--- src/rtl/mem_access.sv ---
// rtl/mem_access.sv - memory-access pipeline stage with aligned load/store bus handshake and timeout
module mem_access #(
    parameter int          TIMEOUT = 15,
    parameter logic [7:0]  LB      = 8'hE0,
    parameter logic [7:0]  LH      = 8'hE1,
    parameter logic [7:0]  LW      = 8'hE3,
    parameter logic [7:0]  LBU     = 8'hE4,
    parameter logic [7:0]  LHU     = 8'hE5,
    parameter logic [7:0]  SB      = 8'hE8,
    parameter logic [7:0]  SH      = 8'hE9,
    parameter logic [7:0]  SW      = 8'hEB
) (
    input  logic        clk,
    input  logic        rst,
    input  logic        valid_i,
    input  logic [7:0]  aluop_i,
    input  logic [31:0] mem_addr_i,
    input  logic [31:0] reg2_i,
    input  logic [4:0]  wd_i,
    input  logic        wreg_i,
    input  logic [31:0] wdata_i,
    output logic        stallreq_o,
    output logic [4:0]  wd_o,
    output logic        wreg_o,
    output logic [31:0] wdata_o,
    output logic        misalign_o,
    output logic        bus_err_o,
    output logic        dmem_req_o,
    output logic        dmem_we_o,
    output logic [31:0] dmem_addr_o,
    output logic [3:0]  dmem_sel_o,
    output logic [31:0] dmem_wdata_o,
    input  logic        dmem_ack_i,
    input  logic [31:0] dmem_rdata_i
);

    localparam int                WCNT_W = $clog2(TIMEOUT + 1);
    localparam logic [WCNT_W-1:0] WCNT_MAX = WCNT_W'(TIMEOUT);

    typedef enum logic {S_IDLE, S_WAIT} state_t;

    state_t            state_q, state_d;
    logic [WCNT_W-1:0] wcnt_q, wcnt_d;
    logic [4:0]        wd_q, wd_d;
    logic              wreg_q, wreg_d;
    logic [31:0]       wdata_q, wdata_d;
    logic              misalign_q, misalign_d;
    logic              bus_err_q, bus_err_d;

    logic        is_load, is_store, is_byte, is_half, is_word, is_mem, misaligned;
    logic        timed_out;
    logic [7:0]  load_byte;
    logic [15:0] load_half;
    logic [31:0] load_data;

    // Decode the operation class, access size, bus lanes and load extraction
    always_comb begin
        is_load    = (aluop_i == LB) || (aluop_i == LH) || (aluop_i == LW) ||
                     (aluop_i == LBU) || (aluop_i == LHU);
        is_store   = (aluop_i == SB) || (aluop_i == SH) || (aluop_i == SW);
        is_byte    = (aluop_i == LB) || (aluop_i == LBU) || (aluop_i == SB);
        is_half    = (aluop_i == LH) || (aluop_i == LHU) || (aluop_i == SH);
        is_word    = (aluop_i == LW) || (aluop_i == SW);
        is_mem     = is_load || is_store;
        misaligned = (is_half && mem_addr_i[0]) || (is_word && (mem_addr_i[1:0] != 2'b00));

        dmem_sel_o   = 4'b1111;
        dmem_wdata_o = reg2_i;
        if (is_byte) begin
            dmem_sel_o   = 4'b0001 << mem_addr_i[1:0];
            dmem_wdata_o = {4{reg2_i[7:0]}};
        end else if (is_half) begin
            dmem_sel_o   = mem_addr_i[1] ? 4'b1100 : 4'b0011;
            dmem_wdata_o = {2{reg2_i[15:0]}};
        end

        case (mem_addr_i[1:0])
            2'd0:    load_byte = dmem_rdata_i[7:0];
            2'd1:    load_byte = dmem_rdata_i[15:8];
            2'd2:    load_byte = dmem_rdata_i[23:16];
            default: load_byte = dmem_rdata_i[31:24];
        endcase
        load_half = mem_addr_i[1] ? dmem_rdata_i[31:16] : dmem_rdata_i[15:0];

        if (aluop_i == LB)       load_data = {{24{load_byte[7]}}, load_byte};
        else if (aluop_i == LBU) load_data = {24'd0, load_byte};
        else if (aluop_i == LH)  load_data = {{16{load_half[15]}}, load_half};
        else if (aluop_i == LHU) load_data = {16'd0, load_half};
        else                     load_data = dmem_rdata_i;
    end

    assign timed_out   = (wcnt_q == WCNT_MAX);
    assign dmem_addr_o = {mem_addr_i[31:2], 2'b00};
    assign dmem_we_o   = dmem_req_o && is_store;

    // State and registered outputs; reset abandons any in-flight transfer
    always_ff @(posedge clk) begin
        if (rst) begin
            state_q    <= S_IDLE;
            wcnt_q     <= '0;
            wd_q       <= '0;
            wreg_q     <= 1'b0;
            wdata_q    <= '0;
            misalign_q <= 1'b0;
            bus_err_q  <= 1'b0;
        end else begin
            state_q    <= state_d;
            wcnt_q     <= wcnt_d;
            wd_q       <= wd_d;
            wreg_q     <= wreg_d;
            wdata_q    <= wdata_d;
            misalign_q <= misalign_d;
            bus_err_q  <= bus_err_d;
        end
    end

    // Next state: enter WAIT on an aligned memory op, leave on ack or timeout
    always_comb begin
        state_d = state_q;
        wcnt_d  = wcnt_q;
        case (state_q)
            S_IDLE: begin
                if (valid_i && is_mem && !misaligned) begin
                    state_d = S_WAIT;
                    wcnt_d  = '0;
                end
            end
            default: begin
                if (dmem_ack_i || timed_out) begin
                    state_d = S_IDLE;
                end else begin
                    wcnt_d = wcnt_q + 1'b1;
                end
            end
        endcase
    end

    // Outputs: stall/request strobes and next writeback values; write enable only on a real result
    always_comb begin
        stallreq_o = 1'b0;
        dmem_req_o = 1'b0;
        wd_d       = wd_q;
        wreg_d     = 1'b0;
        wdata_d    = wdata_q;
        misalign_d = 1'b0;
        bus_err_d  = 1'b0;
        case (state_q)
            S_IDLE: begin
                if (valid_i) begin
                    if (!is_mem) begin
                        wd_d    = wd_i;
                        wreg_d  = wreg_i;
                        wdata_d = wdata_i;
                    end else if (misaligned) begin
                        misalign_d = 1'b1;
                    end else begin
                        stallreq_o = 1'b1;
                    end
                end
            end
            default: begin
                dmem_req_o = 1'b1;
                if (dmem_ack_i) begin
                    if (is_load) begin
                        wd_d    = wd_i;
                        wreg_d  = wreg_i;
                        wdata_d = load_data;
                    end
                end else if (timed_out) begin
                    bus_err_d = 1'b1;
                end else begin
                    stallreq_o = 1'b1;
                end
            end
        endcase
    end

    assign wd_o       = wd_q;
    assign wreg_o     = wreg_q;
    assign wdata_o    = wdata_q;
    assign misalign_o = misalign_q;
    assign bus_err_o  = bus_err_q;

endmodule
--- config.mk ---
export PLATFORM = sky130hd
export DESIGN_NAME = mem_access
export DESIGN_NICKNAME = d
export VERILOG_FILES = /design/src/rtl/mem_access.sv
export SDC_FILE = /design/constraint.sdc
export NUM_CORES = 1
export LEC_CHECK = 0
export CORE_AREA = 2 2 99 101
export DETAILED_ROUTE_END_ITERATION = 16
export DIE_AREA = 0 0 101 103
export DONT_BUFFER_PORTS = 1
export PLACE_DENSITY = 0.6
export SKIP_CTS_REPAIR_TIMING = 1
export SLEW_MARGIN = 10
export SYNTH_ARGS = -nofsm -noshare
export SYNTH_HDL_FRONTEND = slang
export SYNTH_SLANG_ARGS = --single-unit
--- constraint.sdc ---
create_clock -name clk -period 3.1 [get_ports clk]
set_input_delay 0.155 -clock clk [delete_from_list [all_inputs] [get_ports clk]]
set_output_delay 0.155 -clock clk [all_outputs]
set_load 0.1 [all_outputs]
# Word-level counts from Yosys, hierarchy flattened
# Cells that the tools add are included.
# totals
reg_bits	45
latch_bits	0
mem_bits_rw	0
mem_bits_ro	0
in_bits	146
output_inout_bits	111
wordCells	96
memories	0
# op_classes
add_sub_neg	1
mul	0
n_div	0
magnitude_cmp	0
n_eq_ne	15
n_shift	1
mux	41
n_bitwise	3
reduce_logical	28
# ops
cell	n
two-way mux 32 bit	11
== test 8 bit (second input constant)	8
two-way mux 5 bit	5
two-way mux 4 bit	6
case mux 8 bit (3 select lines)	1
two-way mux 1 bit	17
two-way mux 16 bit	1
logical OR 1 bit	14
!= test 2 bit (second input constant)	3
nonzero test 2 bit	3
logical AND 1 bit	5
adder 4 x 1 -> 4 bit (second input constant)	1
== test 4 bit (second input constant)	1
AND reduction 4 bit	1
OR reduction 4 bit	1
left shift 1 x 2 -> 4 bit (first input constant)	1
inverter 1 bit	3
OR reduction 3 bit	1
== test 2 x 1 -> 1 bit (second input constant)	1
== test 2 bit (second input constant)	1
zero test 2 bit	1
!= test 2 x 1 -> 1 bit (second input constant)	1
AND reduction 2 bit	1
zero test 1 bit	1

# Logic depth before layout (Yosys ltp)
# depth
word_depth	10
depth_mapped	7

# Worst setup path after synthesis
# OpenSTA, ideal clock, no wires.
# synth_timing
kind	input port to output port
start	in aluop_i[0]
end	out dmem_wdata_o[24]
t_arrival_ps	3102
t_required_ps	2945
slack_ps	-157
stages	5
n_path_buf	3
cell_sequence	clkbuf_1 -> buf_2 -> buf_2 -> mux2i_1 -> o21ai_0
# synth_between
elab_chain_len	5
elab_cells_between_ends	12
# synth_rtl
element	line_no	rtl
start: declaration	16	input logic [7:0] aluop_i,
== test 8 bit	62	is_half = (aluop_i == LH) || (aluop_i == LHU) || (aluop_i == SH);
logical OR 1 bit (2 in series)	62	
two-way mux 32 bit	72	end else if (is_half) begin
two-way mux 32 bit (*)	69	if (is_byte) begin
end: declaration	32	output logic [31:0] dmem_wdata_o,
# Mark *: on every way between the ends. The rest lies on a longest branch, timed or not.

# Worst setup path after layout
# layout_timing
start	reg state_q
end	reg wd_q[1], in the netlist wd_o[1]
# layout_between
elab_chain_len	2
elab_cells_between_ends	6
# layout_rtl
element	line_no	rtl
start: declaration	42	state_t state_q, state_d;
start signal: assignment	107	state_q <= state_d;
!= test 2 x 1 -> 1 bit (no line), or another cell as far along	n/a	
AND reduction 4 bit (no line)	n/a	
end signal: assignment	109	wd_q <= wd_d;
end: declaration	44	logic [4:0] wd_q, wd_d;
# Several ways; a longest one is shown, not always the timed one.
# A chain may end at the register's enable or synchronous reset.

==> impl_results.md <==
- Delay-heaviest family, CP: flip-flops
- Max Slew Vio Count: 0
- Count leader, synth: nand2_1
- Worst Hold Slack: -0.0181 ns
- Hold/Removal Path Class: input pin to flop
- DP Area: approximately 3500 um^2
- Worst setup EP type: flop
- VDD IR-drop max: around 0.00035 V
- Layout Cells excl Fill: 538
- Endpoints failing setup: 0
- Min Tclk post-route: 2.50 ns
- CTS tree: yes
- GRT Resource Usage Total: 0.221
- WP data required: 3.35 ns
- Die width: ~100 um
- Total core area: roughly 9500 um^2
- H-tree depth: 2
- # diodes: 0
- Synth async-reset ratio: 0
- Area of the multi-input gates: 2260 um^2
- Post-route setup slack: 0.602 ns
- Critical path type: flop to flop
- EDFF count, synth: 0
- Share of cells above drive strength 1: 0.229
- Mean Syn Cell Area: slightly below 8 um^2
- Root buf cell: clkbuf_8
- Clk_skew: 0.00525 ns
- Worst path bufs/invs: 1
- Relative slew slack: 0.279
- CTS max path bufs: 2
- Synth top area share: 0.248
- Via/cell ratio: 6.15
- Num CTS Buffers: 5
- Total power: roughly 1.7 mW
- Drc violations: 0
- Die span in y: 103 um
- Worst Tran Pin Value: between 1 and 1.5 ns
- Main area contributors after synthesis: dfxtp_1 25%, buf_4 8.9%, nand2_1 8.6%
- Yosys reg bits: 45
- F_max: approximately 400 MHz
- Crit path DAT: 2.75 ns
- Initial antenna violation count: 2
- Core Util, Final: 0.396
- Num ports: 257
- Post-Syn Area: approximately 3600 um^2
- Drt total wl: between 10 and 15 mm
- Initial Utilization: 0.385
- Yosys warning total: 0
- Most common flop cell mapped by yosys: dfxtp_1
- Wire length per cell: between 20 and 25 um
- Most frequent cells after synthesis: 83 x nand2_1, 45 x dfxtp_1, 43 x buf_4
- Sequential fraction of the synthesis area: 0.248
- Syn-to-layout area delta: 2.96%
- Die area: between 10000 and 15000 um^2
- Cell Pwr Density: between 400 and 500 nW/um^2
- GPL Wtd Cong: about 0.83
- Vias in the first global route: between 3k and 4k
- Failing checks: negative hold slack
- Dpl cells: about 520
- Row count: 36
- Layout Nets: 570
- Synth area leader: dfxtp_1
- Worst-path fanout max: 24
- Antenna-violating nets left: 0
- Final worst-path cycle share: 0.806
- Clock Sinks: 45
- Cell variety after synth: 57
- Leak Pwr: between 1 and 1.5 nW
- Final Hold Fails: 1
- Global-route wire length before repair: ~17 mm
- Maxcap violations: 0
- Total grt overflow: 0
- FILL cells: 962
- Reg area: 902 um^2
- Initial DRC count: ~240
- 1st-pass router iterations: 4
- Input/output buffers: 0
- Vias: 3309
- Placed wire-length estimate: 8.99 mm
- Worst skew pair latency: ~0.3 ns
- Largest net degree at the start of global routing: 50
- Crit path cell chain: o2111ai_1, nand2b_1, nand2_1, a21oi_1, dlygate4sd3_1
- RSZ-0062 raised after global routing: false
- Outcome: complete, but fails checks
- CP max stage cell: dfxtp_2
- Final instance area: roughly 3700 um^2
- Fin Setup TNS: 0 ns
- CP max stage delay: between 0.6 and 0.7 ns
- Dpl ws: about 1.0 ns
- Syn Inst Count: about 460
- Clk pin slew, worst setup/hold paths: approximately 0.09 ns
- CP Launch Type: flop
-- cell usage in the layout, fill, tap and decap left out, types with 6 or more instances in the layout --
master,netlist,layout
o31ai_1,7,7
mux2i_1,12,12
dfxtp_1,45,44
a221oi_1,7,7
clkbuf_8,0,6
buf_4,43,25
a211o_1,7,7
inv_1,13,13
nand2b_1,15,15
mux4_2,7,7
o22ai_1,14,14
o21ai_0,26,17
nor3_1,9,9
o21ai_2,1,10
dlygate4sd3_1,0,6
nand2_1,83,83
o31ai_2,10,10
a21oi_2,10,10
o41ai_2,8,8
a21oi_1,30,30
a211oi_1,8,8
mux2_2,9,9
nor2_1,25,25
-- cell families after synthesis --
logic type / share of synthesized area
compound gates: 0.298
other cells: 0.00103
fa+ha+maj: 0.00344
buf+inv: 0.147
xor+xnor: 0.00241
mux: 0.104
simple gates: 0.197
flops: 0.248
-- where the power goes --
group	switching [mW]	internal, mW	total, mW
clock network	0.206	0.263	0.470
registers	0.241	0.610	0.851
logic	0.274	0.118	0.392
-- path summary, 6_finish.rpt --
kind | startpoint | to | slack, ns | cells after the start
max reg2reg | state_q$_SDFF_PP0_ | wd_o[1]$_SDFFE_PP0P_ | 0.60 | 5
min reg2reg | wcnt_q[3]$_SDFFE_PP0P_ | bus_err_o$_SDFF_PP0_ | 0.50 | 2
max | state_q$_SDFF_PP0_ | wd_o[1]$_SDFFE_PP0P_ | 0.60 | 5
min | wd_i[3] | wd_o[3]$_SDFFE_PP0P_ | -0.02 | 2
-- final cells by class --
cell class              instances  share of cell area
multi-input cells             326               0.603
flip-flops and latches         45               0.241
repair buffers                 32              0.0735
well taps                     114              0.0381
clock buffers                   7              0.0231
inverters                      13              0.0130
clock inverters                 1             0.00802
-- registers in the layout (all words and copies together) (netlist names) --
name / flops
wreg_o: 1
state_q: 1
misalign_o: 1
wcnt_q: 4
bus_err_o: 1
wd_o: 5
wdata_o: 32
-- layer usage --
layer	vias to the layer above	share of wire	global-route usage
li1	1534	-	-
met1	1530	0.37	0.230
met2	199	0.48	0.393
met3	42	0.12	0.0902
met4	4	0.033	0.0946
met5	-	0.0018	0
(Power assumes the default switching activity.)
